==> src/rtl/axis_framer_pkg.sv <==
// axis_framer_pkg: state encoding, default sync word and header/trailer field offsets shared with the host parser
package axis_framer_pkg;
  typedef enum logic [1:0] {ST_IDLE, ST_PAYLOAD, ST_TRAILER} state_t;
  localparam logic [31:0] SYNC_DEFAULT = 32'hA5C3_0F5A;
  localparam int SYNC_LSB = 0;
  localparam int SEQ_LSB = 32;
  localparam int CHAN_LSB = 48;
  localparam int CNT_LSB = 32;
  localparam int OVF_BIT = 48;
endpackage

==> src/rtl/axis_chan_framer_if.sv <==
// axis_chan_framer_if: one AXI-stream link carrying a binary channel index in tuser
interface axis_chan_framer_if #(
  parameter int NUM_CHAN = 6,
  parameter int DATA_WIDTH = 128
);
  logic tvalid;
  logic tready;
  logic [DATA_WIDTH-1:0] tdata;
  logic tlast;
  logic [NUM_CHAN-1:0] tuser;
  modport master(output tvalid, tdata, tlast, tuser, input tready);
  modport slave(input tvalid, tdata, tlast, tuser, output tready);
endinterface

==> src/rtl/axis_seq_table.sv <==
// axis_seq_table: per-channel sequence counters; reads of an unknown channel return all-ones and never increment
module axis_seq_table #(
  parameter int NUM_CHAN = 6,
  parameter int SEQ_WIDTH = 16
) (
  input  logic                 clk,
  input  logic                 rst_n,
  input  logic [NUM_CHAN-1:0]  rd_idx,
  output logic [SEQ_WIDTH-1:0] rd_seq,
  input  logic                 inc,
  input  logic [NUM_CHAN-1:0]  inc_idx
);
  logic [SEQ_WIDTH-1:0] seq [NUM_CHAN];
  always_comb begin
    rd_seq = '1;
    for (int i = 0; i < NUM_CHAN; i++) rd_seq = rd_idx == NUM_CHAN'(i) ? seq[i] : rd_seq;
  end
  always_ff @(posedge clk or negedge rst_n) begin
    if (!rst_n) seq <= '{default: '0};
    else for (int i = 0; i < NUM_CHAN; i++) if (inc && inc_idx == NUM_CHAN'(i)) seq[i] <= seq[i] + 1'b1;
  end
endmodule

==> src/rtl/axis_chan_framer.sv <==
// axis_chan_framer: wraps each fan-in packet in a sequence-numbered header beat and a count/overflow trailer beat
module axis_chan_framer
  import axis_framer_pkg::*;
#(
  parameter int NUM_CHAN = 6,
  parameter int DATA_WIDTH = 128,
  parameter int SEQ_WIDTH = 16,
  parameter int LEN_WIDTH = 16,
  parameter logic [31:0] SYNC_WORD = SYNC_DEFAULT
) (
  input logic s_axis_clk,
  input logic s_axis_rst_n,
  axis_chan_framer_if.slave s_axis,
  axis_chan_framer_if.master m_axis
);
  state_t state, state_nx;
  logic [NUM_CHAN-1:0] chan, rd_idx, m_user;
  logic [SEQ_WIDTH-1:0] rd_seq;
  logic [LEN_WIDTH-1:0] beat_cnt;
  logic ovf, load, hdr_go, acc, trl_go, m_valid, m_last;
  logic [DATA_WIDTH-1:0] m_data, hdr, trl, nx_data;
  assign load = !m_valid || m_axis.tready;
  assign hdr_go = state == ST_IDLE && load && s_axis.tvalid;
  assign acc = state == ST_PAYLOAD && load && s_axis.tvalid;
  assign trl_go = state == ST_TRAILER && load;
  assign s_axis.tready = state == ST_PAYLOAD && load;
  assign rd_idx = state == ST_IDLE ? s_axis.tuser : chan;
  assign m_axis.tvalid = m_valid;
  assign m_axis.tdata = m_data;
  assign m_axis.tlast = m_last;
  assign m_axis.tuser = m_user;
  axis_seq_table #(.NUM_CHAN(NUM_CHAN), .SEQ_WIDTH(SEQ_WIDTH)) u_seq (
    .clk(s_axis_clk), .rst_n(s_axis_rst_n), .rd_idx, .rd_seq, .inc(trl_go), .inc_idx(chan)
  );
  always_comb begin
    state_nx = hdr_go ? ST_PAYLOAD : (acc && s_axis.tlast) ? ST_TRAILER : trl_go ? ST_IDLE : state;
    hdr = '0;
    hdr[SYNC_LSB+:32] = SYNC_WORD;
    hdr[SEQ_LSB+:16] = 16'(rd_seq);
    hdr[CHAN_LSB+:8] = 8'(s_axis.tuser);
    trl = '0;
    trl[SYNC_LSB+:32] = ~SYNC_WORD;
    trl[CNT_LSB+:16] = 16'(beat_cnt);
    trl[OVF_BIT] = ovf;
    nx_data = hdr_go ? hdr : trl_go ? trl : s_axis.tdata;
  end
  always_ff @(posedge s_axis_clk or negedge s_axis_rst_n) begin
    if (!s_axis_rst_n) state <= ST_IDLE;
    else state <= state_nx;
  end
  // the beat count sticks at full scale and the overflow flag records the lost increment
  always_ff @(posedge s_axis_clk or negedge s_axis_rst_n) begin
    if (!s_axis_rst_n) begin
      chan <= '0;
      beat_cnt <= '0;
      ovf <= 1'b0;
    end else if (hdr_go) begin
      chan <= s_axis.tuser;
      beat_cnt <= '0;
      ovf <= 1'b0;
    end else if (acc) begin
      if (&beat_cnt) ovf <= 1'b1;
      else beat_cnt <= beat_cnt + 1'b1;
    end
  end
  always_ff @(posedge s_axis_clk or negedge s_axis_rst_n) begin
    if (!s_axis_rst_n) begin
      m_valid <= 1'b0;
      m_data <= '0;
      m_last <= 1'b0;
      m_user <= '0;
    end else if (load) begin
      m_valid <= hdr_go || acc || trl_go;
      if (hdr_go || acc || trl_go) begin
        m_data <= nx_data;
        m_last <= trl_go;
        m_user <= hdr_go ? s_axis.tuser : chan;
      end
    end
  end
endmodule
==> src/flat_wrapper.sv <==
// flat-port wrapper written by rule: the top's interface ports become plain ports
module axis_chan_framer_flat import axis_framer_pkg::*;
#(
  parameter int NUM_CHAN = 6,
  parameter int DATA_WIDTH = 128,
  parameter int SEQ_WIDTH = 16,
  parameter int LEN_WIDTH = 16,
  parameter logic [31:0] SYNC_WORD = SYNC_DEFAULT
)
  (s_axis_clk, s_axis_rst_n, s_axis_tvalid, s_axis_tdata, s_axis_tlast, s_axis_tuser, s_axis_tready, m_axis_tvalid, m_axis_tdata, m_axis_tlast, m_axis_tuser, m_axis_tready);
  axis_chan_framer_if #(.NUM_CHAN(NUM_CHAN), .DATA_WIDTH(DATA_WIDTH)) s_axis_i ();
  axis_chan_framer_if #(.NUM_CHAN(NUM_CHAN), .DATA_WIDTH(DATA_WIDTH)) m_axis_i ();
  input logic s_axis_clk;
  input logic s_axis_rst_n;
  input wire logic [$bits(s_axis_i.tvalid)-1:0] s_axis_tvalid;
  input wire logic [$bits(s_axis_i.tdata)-1:0] s_axis_tdata;
  input wire logic [$bits(s_axis_i.tlast)-1:0] s_axis_tlast;
  input wire logic [$bits(s_axis_i.tuser)-1:0] s_axis_tuser;
  output wire logic [$bits(s_axis_i.tready)-1:0] s_axis_tready;
  output wire logic [$bits(m_axis_i.tvalid)-1:0] m_axis_tvalid;
  output wire logic [$bits(m_axis_i.tdata)-1:0] m_axis_tdata;
  output wire logic [$bits(m_axis_i.tlast)-1:0] m_axis_tlast;
  output wire logic [$bits(m_axis_i.tuser)-1:0] m_axis_tuser;
  input wire logic [$bits(m_axis_i.tready)-1:0] m_axis_tready;
  assign s_axis_i.tvalid = s_axis_tvalid;
  assign s_axis_i.tdata = s_axis_tdata;
  assign s_axis_i.tlast = s_axis_tlast;
  assign s_axis_i.tuser = s_axis_tuser;
  assign s_axis_tready = s_axis_i.tready;
  assign m_axis_tvalid = m_axis_i.tvalid;
  assign m_axis_tdata = m_axis_i.tdata;
  assign m_axis_tlast = m_axis_i.tlast;
  assign m_axis_tuser = m_axis_i.tuser;
  assign m_axis_i.tready = m_axis_tready;
  axis_chan_framer #(.NUM_CHAN(NUM_CHAN), .DATA_WIDTH(DATA_WIDTH), .SEQ_WIDTH(SEQ_WIDTH), .LEN_WIDTH(LEN_WIDTH), .SYNC_WORD(SYNC_WORD)) u_core (.s_axis_clk(s_axis_clk), .s_axis_rst_n(s_axis_rst_n), .s_axis(s_axis_i), .m_axis(m_axis_i));
endmodule
==> config.mk <==
export PLATFORM = sky130hd
export DESIGN_NAME = axis_chan_framer_flat
export DESIGN_NICKNAME = d
export VERILOG_FILES = /design/src/rtl/axis_framer_pkg.sv /design/src/rtl/axis_chan_framer_if.sv /design/src/rtl/axis_seq_table.sv /design/src/rtl/axis_chan_framer.sv /design/src/flat_wrapper.sv
export SDC_FILE = /design/constraint.sdc
export NUM_CORES = 1
export LEC_CHECK = 0
export CAP_MARGIN = 20
export CORE_MARGIN = 3
export CORE_UTILIZATION = 51
export CTS_CLUSTER_DIAMETER = 80
export DETAILED_ROUTE_END_ITERATION = 8
export HOLD_SLACK_MARGIN = 0.05
export PLACE_DENSITY = 0.81
export SYNTH_ARGS = -nofsm -noshare
export SYNTH_HDL_FRONTEND = slang
export SYNTH_SLANG_ARGS = --single-unit
==> constraint.sdc <==
create_clock -name s_axis_clk -period 2.81 [get_ports s_axis_clk]
set_input_delay 0.562 -clock s_axis_clk [delete_from_list [all_inputs] [get_ports s_axis_clk]]
set_output_delay 0.562 -clock s_axis_clk [all_outputs]
set_load 0.02 [all_outputs]
==> Word level (Yosys, flattened, before mapping) <==
Cells that the tools add are included.
{ "classes": {"addsub": 7, "n_eq_ne": 13, "n_mux": 19, "reduce_logical": 26} }
{ "op_table": {"columns": ["cell", "n"], "rows": [
  ["128-bit two-way mux", 2],
  ["16-bit two-way mux", 9],
  ["16-bit by 1-bit adder with 16-bit output, second input constant", 7],
  ["6-bit by 2-bit == test with 1-bit output, second input constant", 4],
  ["6-bit by 3-bit == test with 1-bit output, second input constant", 4],
  ["16-bit AND reduction", 1],
  ["6-bit by 1-bit == test with 1-bit output, second input constant", 2],
  ["1-bit logical AND", 12],
  ["6-bit logical NOT", 2],
  ["6-bit two-way mux", 2],
  ["2-bit two-way mux", 3],
  ["2-bit AND reduction", 3],
  ["2-bit nonzero test", 2],
  ["1-bit logical OR", 3],
  ["1-bit two-way mux", 3],
  ["3-bit nonzero test", 1],
  ["2-bit by 1-bit == test with 1-bit output, second input constant", 1],
  ["2-bit == test, second input constant", 1],
  ["2-bit logical NOT", 1],
  ["2-bit by 1-bit != test with 1-bit output, second input constant", 1],
  ["1-bit logical NOT", 1]
]} }
{ "totals": {"reg_bits": 257, "in_bits": 139, "out_inout_bits": 137} }

==> Longest topological paths before layout <==
{ "logic_depth": {"depth_word": 10, "mapped_depth": 9, "depth_no_buf": 6} }

==> By module <==
From an unflattened synthesis, not the netlist that was laid out.
{ "hier_totals": {"cells_unflattened": 1273, "area_unflattened_um2": 12436.9} }
{ "by_module_without_submodules": {"columns": ["mod", "instances", "cells_per_inst", "area_each_um2", "seq_area_each_um2"], "rows": [
  ["axis_chan_framer", 1, 777, 7275.7, 4028.9],
  ["axis_seq_table", 1, 496, 5161.2, 2402.3]
]} }

==> Least setup slack after synthesis <==
OpenSTA, ideal clock, no wires.
{ "synth_timing": {"path_type": "input port to flip-flop", "from": "input port s_axis_tuser[5]", "to": "register u_core.m_data[46], in the netlist u_core.m_axis.tdata[46]", "setup_ps": 136, "arrival_ps": 2199, "required_ps": 2674, "setup_slack_ps": 474, "path_stages": 8, "n_path_buf": 3, "cell_sequence": "or4b_2 > o32a_1 > buf_6 > nand2b_4 > buf_6 > buf_6 > o221ai_1 > a311oi_1"} }
{ "synth_via": {"elab_chain_cells": 9} }
{ "synth_rtl": {"columns": ["element", "line_no", "rtl"], "rows": [
  ["start: declaration", "flat_wrapper.sv:18", "input wire logic [$bits(s_axis_i.tuser)-1:0] s_axis_tuser;"],
  ["6-bit two-way mux *", "axis_chan_framer.sv:27", "assign rd_idx = state == ST_IDLE ? s_axis.tuser : chan;"],
  ["6-bit logical NOT", "axis_seq_table.sv:16", "for (int i = 0; i < NUM_CHAN; i++) rd_seq = rd_idx == NUM_CHAN'(i) ? seq[i] : rd_seq;"],
  ["16-bit two-way mux (5 in series)", "axis_seq_table.sv:16", null],
  ["16-bit two-way mux *", "axis_seq_table.sv:16", null],
  ["128-bit two-way mux *", "axis_chan_framer.sv:45", "nx_data = hdr_go ? hdr : trl_go ? trl : s_axis.tdata;"],
  ["end signal: assignment", "axis_chan_framer.sv:75", "m_data <= nx_data;"],
  ["end: declaration", "axis_chan_framer.sv:21", "logic [DATA_WIDTH-1:0] m_data, hdr, trl, nx_data;"]
]} }
Mark *: on every way between the ends. The rest lies on a longest branch, timed or not.
A chain may end at the register's enable or synchronous reset.

==> Worst setup path in the final report <==
{ "layout_timing": {"from": "register u_core.state[1]", "to": "output port s_axis_tready"} }
{ "layout_via": {"elab_chain_cells": 2} }
{ "layout_rtl": {"columns": ["element", "line_no", "rtl"], "rows": [
  ["start: declaration", "axis_chan_framer.sv:16", "state_t state, state_nx;"],
  ["start signal: assignment", "axis_chan_framer.sv:49", "else state <= state_nx;"],
  ["2-bit by 1-bit == test with 1-bit output", "axis_chan_framer.sv:26", "assign s_axis.tready = state == ST_PAYLOAD && load;"],
  ["1-bit logical AND", "axis_chan_framer.sv:26", null],
  ["end: declaration", "flat_wrapper.sv:19", "output wire logic [$bits(s_axis_i.tready)-1:0] s_axis_tready;"]
]} }
Every way passes these cells.

==> out/results.txt <==
status - finished, final reports clean
Syn Area/Cell - 10.88 µm²
PD cells - 1019 nW/µm²
Main synth FF type - dfrtp_1
CP Cell Sequence - nor3b_1 > clkdlybuf4s50_1
DRT Pass-1 Iters - 5
Post-DRT Antenna Nets - 0
crit path max-delay cell type - clkdlybuf4s50_1
# fillers - 1657
top post-synthesis cells by area - dfrtp_1 54%, a22o_1 5.4%, xnor2_1 4.4%
final critical-path required period - 2.562 ns
worst-skew pair later-pin latency - 0.54 ns
Core Rows - 55
slew at the pin closest to its max-slew limit - 0.7444 ns
synthesized area - 11970 µm²
area grow syn2layout - 35.78%
Post-DP Area - 15310 µm²
CP required - 2.25 ns
multi-input logic area - 5157 µm²
total track usage - 29.20%
Hold Crit Depth - 2
fin util - 71.12%
worst reg2reg path startpoint - u_core.chan[4]$_DFF_PN0_
RSZ-0062 raised after global routing - false
Largest delay share family, worst path - buffers and inverters
Yosys cell types - 60
register area - 6431 µm²
initial DRC count - 1166
Top-Level Pins - 276
hold_sp - u_core.m_axis.tdata[0]$_DFFE_PN0P_
routed length per instance - 22.12 µm
Final nets - 1530
cell taking the most area after synthesis - dfrtp_1
die height - 159.2 µm
leakage - 7.049 nW
core area - 22850 µm²
critical path's largest stage delay - 0.66 ns
CTS tree - built
HPWL Detailed - 28.00 mm
cell with the most instances after synthesis - dfrtp_1
# setup viols final - 0
share of the yosys chip area belonging to registers - 53.74%
final hold vios - 0
share of layout cells above drive strength 1 - 9.829%
clock slew at reported path FFs - 0.06 ns
vias per cell - 5.971
Buf+Inv Stages, Crit Path - 1
Max Freq - 390.3 MHz
critical path fanouts, max - 13
Post-synth top cells - 257 x dfrtp_1, 86 x nand2_1, 75 x nor2_1, 74 x a22o_1, 63 x a21oi_1
Worst Hold Path EP - u_core.m_axis.tdata[0]$_DFFE_PN0P_
routed via count - 10276
global route total overflow - 0
Worst Setup Start Kind - flip-flop
Hold Crit Class - reg2reg
GP Congestion - 0.9269
Post-synth EDFFs - 0
Arr. time, crit path - 2.00 ns
Crit Reg-Reg Endpoint - u_core.u_seq.seq[79]$_DFFE_PN0P_
Initial Utilization - 52.38%
final WL - 38.08 mm
ys async rst share - 100.0%
setup TNS - 0 ns
Yosys reg bits - 257
antenna violations before repair - 5
worst setup margin - 0.2479 ns
Pins Over Slew Limit - 0
largest net degree at the start of global routing - 98
Period Utilization, post-route - 91.18%
Synth top area share - 53.74%
Tot Pwr - 16.55 mW
Setup Skew - 0.01270 ns
total CTS buffers - 28
setup bufs post-CTS - 0
cells after synthesis - 1100
die area - 25340 µm²
crit end category - output port
CTS sink cnt - 257
DRC - 0
Max IR drop VDD - 558.8 µV
vias in the first global route - 9942
Root Driver - clkbuf_16
# Max-Cap Violations - 0
Worst slew margin - 50.25%
Synthesized Nets - 1246
Die X - 159.2 µm
port bufs - 275
R2R depth - 6
dpl ws - -0.1156 ns
Design Area, Final - 16250 µm²
YS warnings - 0
Setup Crit Path Kind - reg2out
Max Root-Sink Buffers - 3
H-tree levels - 1
flop2flop setup slack - 0.31 ns
first-pass GRT wire length - 59.02 mm
metal layers:
| metal | vias up | part of all wire, % | global-route usage (%) |
|---|---|---|---|
| li1 | 4612 | - | - |
| met4 | 2 | 3.6 | 9.948 |
| met3 | 93 | 8.0 | 6.868 |
| met1 | 5086 | 40 | 38.09 |
| met2 | 483 | 48 | 48.34 |
| met5 | - | 0.034 | 0 |
layout make-up:
| type | instances | share of cell area [%] |
|---|---|---|
| inverters | 11 | 0.2541 |
| multi-input cells | 757 | 31.74 |
| clock buffers | 45 | 5.452 |
| repair buffers | 329 | 20.33 |
| flip-flops and latches | 257 | 39.58 |
| clock inverters | 5 | 0.1694 |
| well taps | 313 | 2.410 |
| diodes | 4 | 0.06160 |
placed cells by master, fill, tap and decap left out, types with 5 or more instances in the layout:
cell             count
a211oi_1             7
a21oi_1             63
a22o_1              74
a22oi_1              5
a2bb2oi_1           15
a311oi_1            15
a31oi_1              8
and2_1               9
and3_1              13
and4_1              11
buf_12              11
buf_4               42
clkbuf_1             6
clkbuf_16           29
clkbuf_8            10
clkdlybuf4s50_1    274
dfrtp_1            257
ha_1                 7
inv_1               11
mux2_2              14
mux2i_1              9
nand2_1             86
nand3_1             40
nand4_1             29
nor2_1              74
nor2b_1              5
nor3_1              24
o211a_1              9
o21a_1              10
o21ai_0             48
o221ai_1            10
o221ai_2             5
o31a_1               7
o31ai_1             10
or3_1                8
xnor2_1             60
xor2_1              36
where the power goes:
group | total (mW) | switching [mW] | internal (mW)
clock network | 3.62 | 1.48 | 2.14
registers | 5.59 | 0.798 | 4.80
logic | 7.34 | 3.99 | 3.35
total | 16.6 | 6.27 | 10.3
how the worst max path moves through the flow:
stage	start	end	slack (ns)	cells after the start
6_report	u_core.state[1]$_DFFE_PN0P_	s_axis_tready	0.25	2
3_3_place_gp	s_axis_tuser[0]	u_core.m_axis.tdata[47]$_DFFE_PN0P_	-0.02	7
3_5_place_dp	s_axis_tuser[5]	u_core.m_axis.tdata[43]$_DFFE_PN0P_	-0.12	8
5_1_grt	u_core.state[1]$_DFFE_PN0P_	s_axis_tready	0.17	2
4_1_cts	u_core.state[1]$_DFFE_PN0P_	s_axis_tready	0.23	2
2_1_floorplan	s_axis_tuser[5]	u_core.m_axis.tdata[46]$_DFFE_PN0P_	0.47	8
registers in the layout, summed over array words and instances (netlist names):
name                  count
u_core.m_axis.tdata     128
u_core.u_seq.seq         96
u_core.beat_cnt          16
u_core.chan               6
u_core.m_axis.tuser       6
u_core.state              2
u_core.m_axis.tlast       1
u_core.m_axis.tvalid      1
u_core.ovf                1
through the flow:
stage,hold slack [ns],instances
after floorplan,0.2664,1100
after global placement,0.4609,1666
after detailed placement,0.4687,1666
after CTS,0.4833,1717
after global routing,0.5076,1721
final,0.4784,1721
cell families after synthesis:
family,share of synthesized area (%)
AO/OA/AOI/OAI,18.40
XOR/XNOR,7.026
adder cells (fa/ha/maj),0.7319
buffers and inverters,3.335
flip-flops,53.74
multiplexers,2.070
AND/OR/NAND/NOR,14.69
tightest hold or removal path: cells and delay by family, from the launching register on:
| family | cells | cell delay [ns] |
|---|---|---|
| AO/OA/AOI/OAI | 1 | 0.06 |
| flip-flops | 1 | 0.34 |
| AND/OR/NAND/NOR | 1 | 0.04 |
timing repair:
action,CTS,global route
resized for setup,0,0
hold endpoints to repair,72,0
hold buffers,1,0
(Power assumes the default switching activity.)
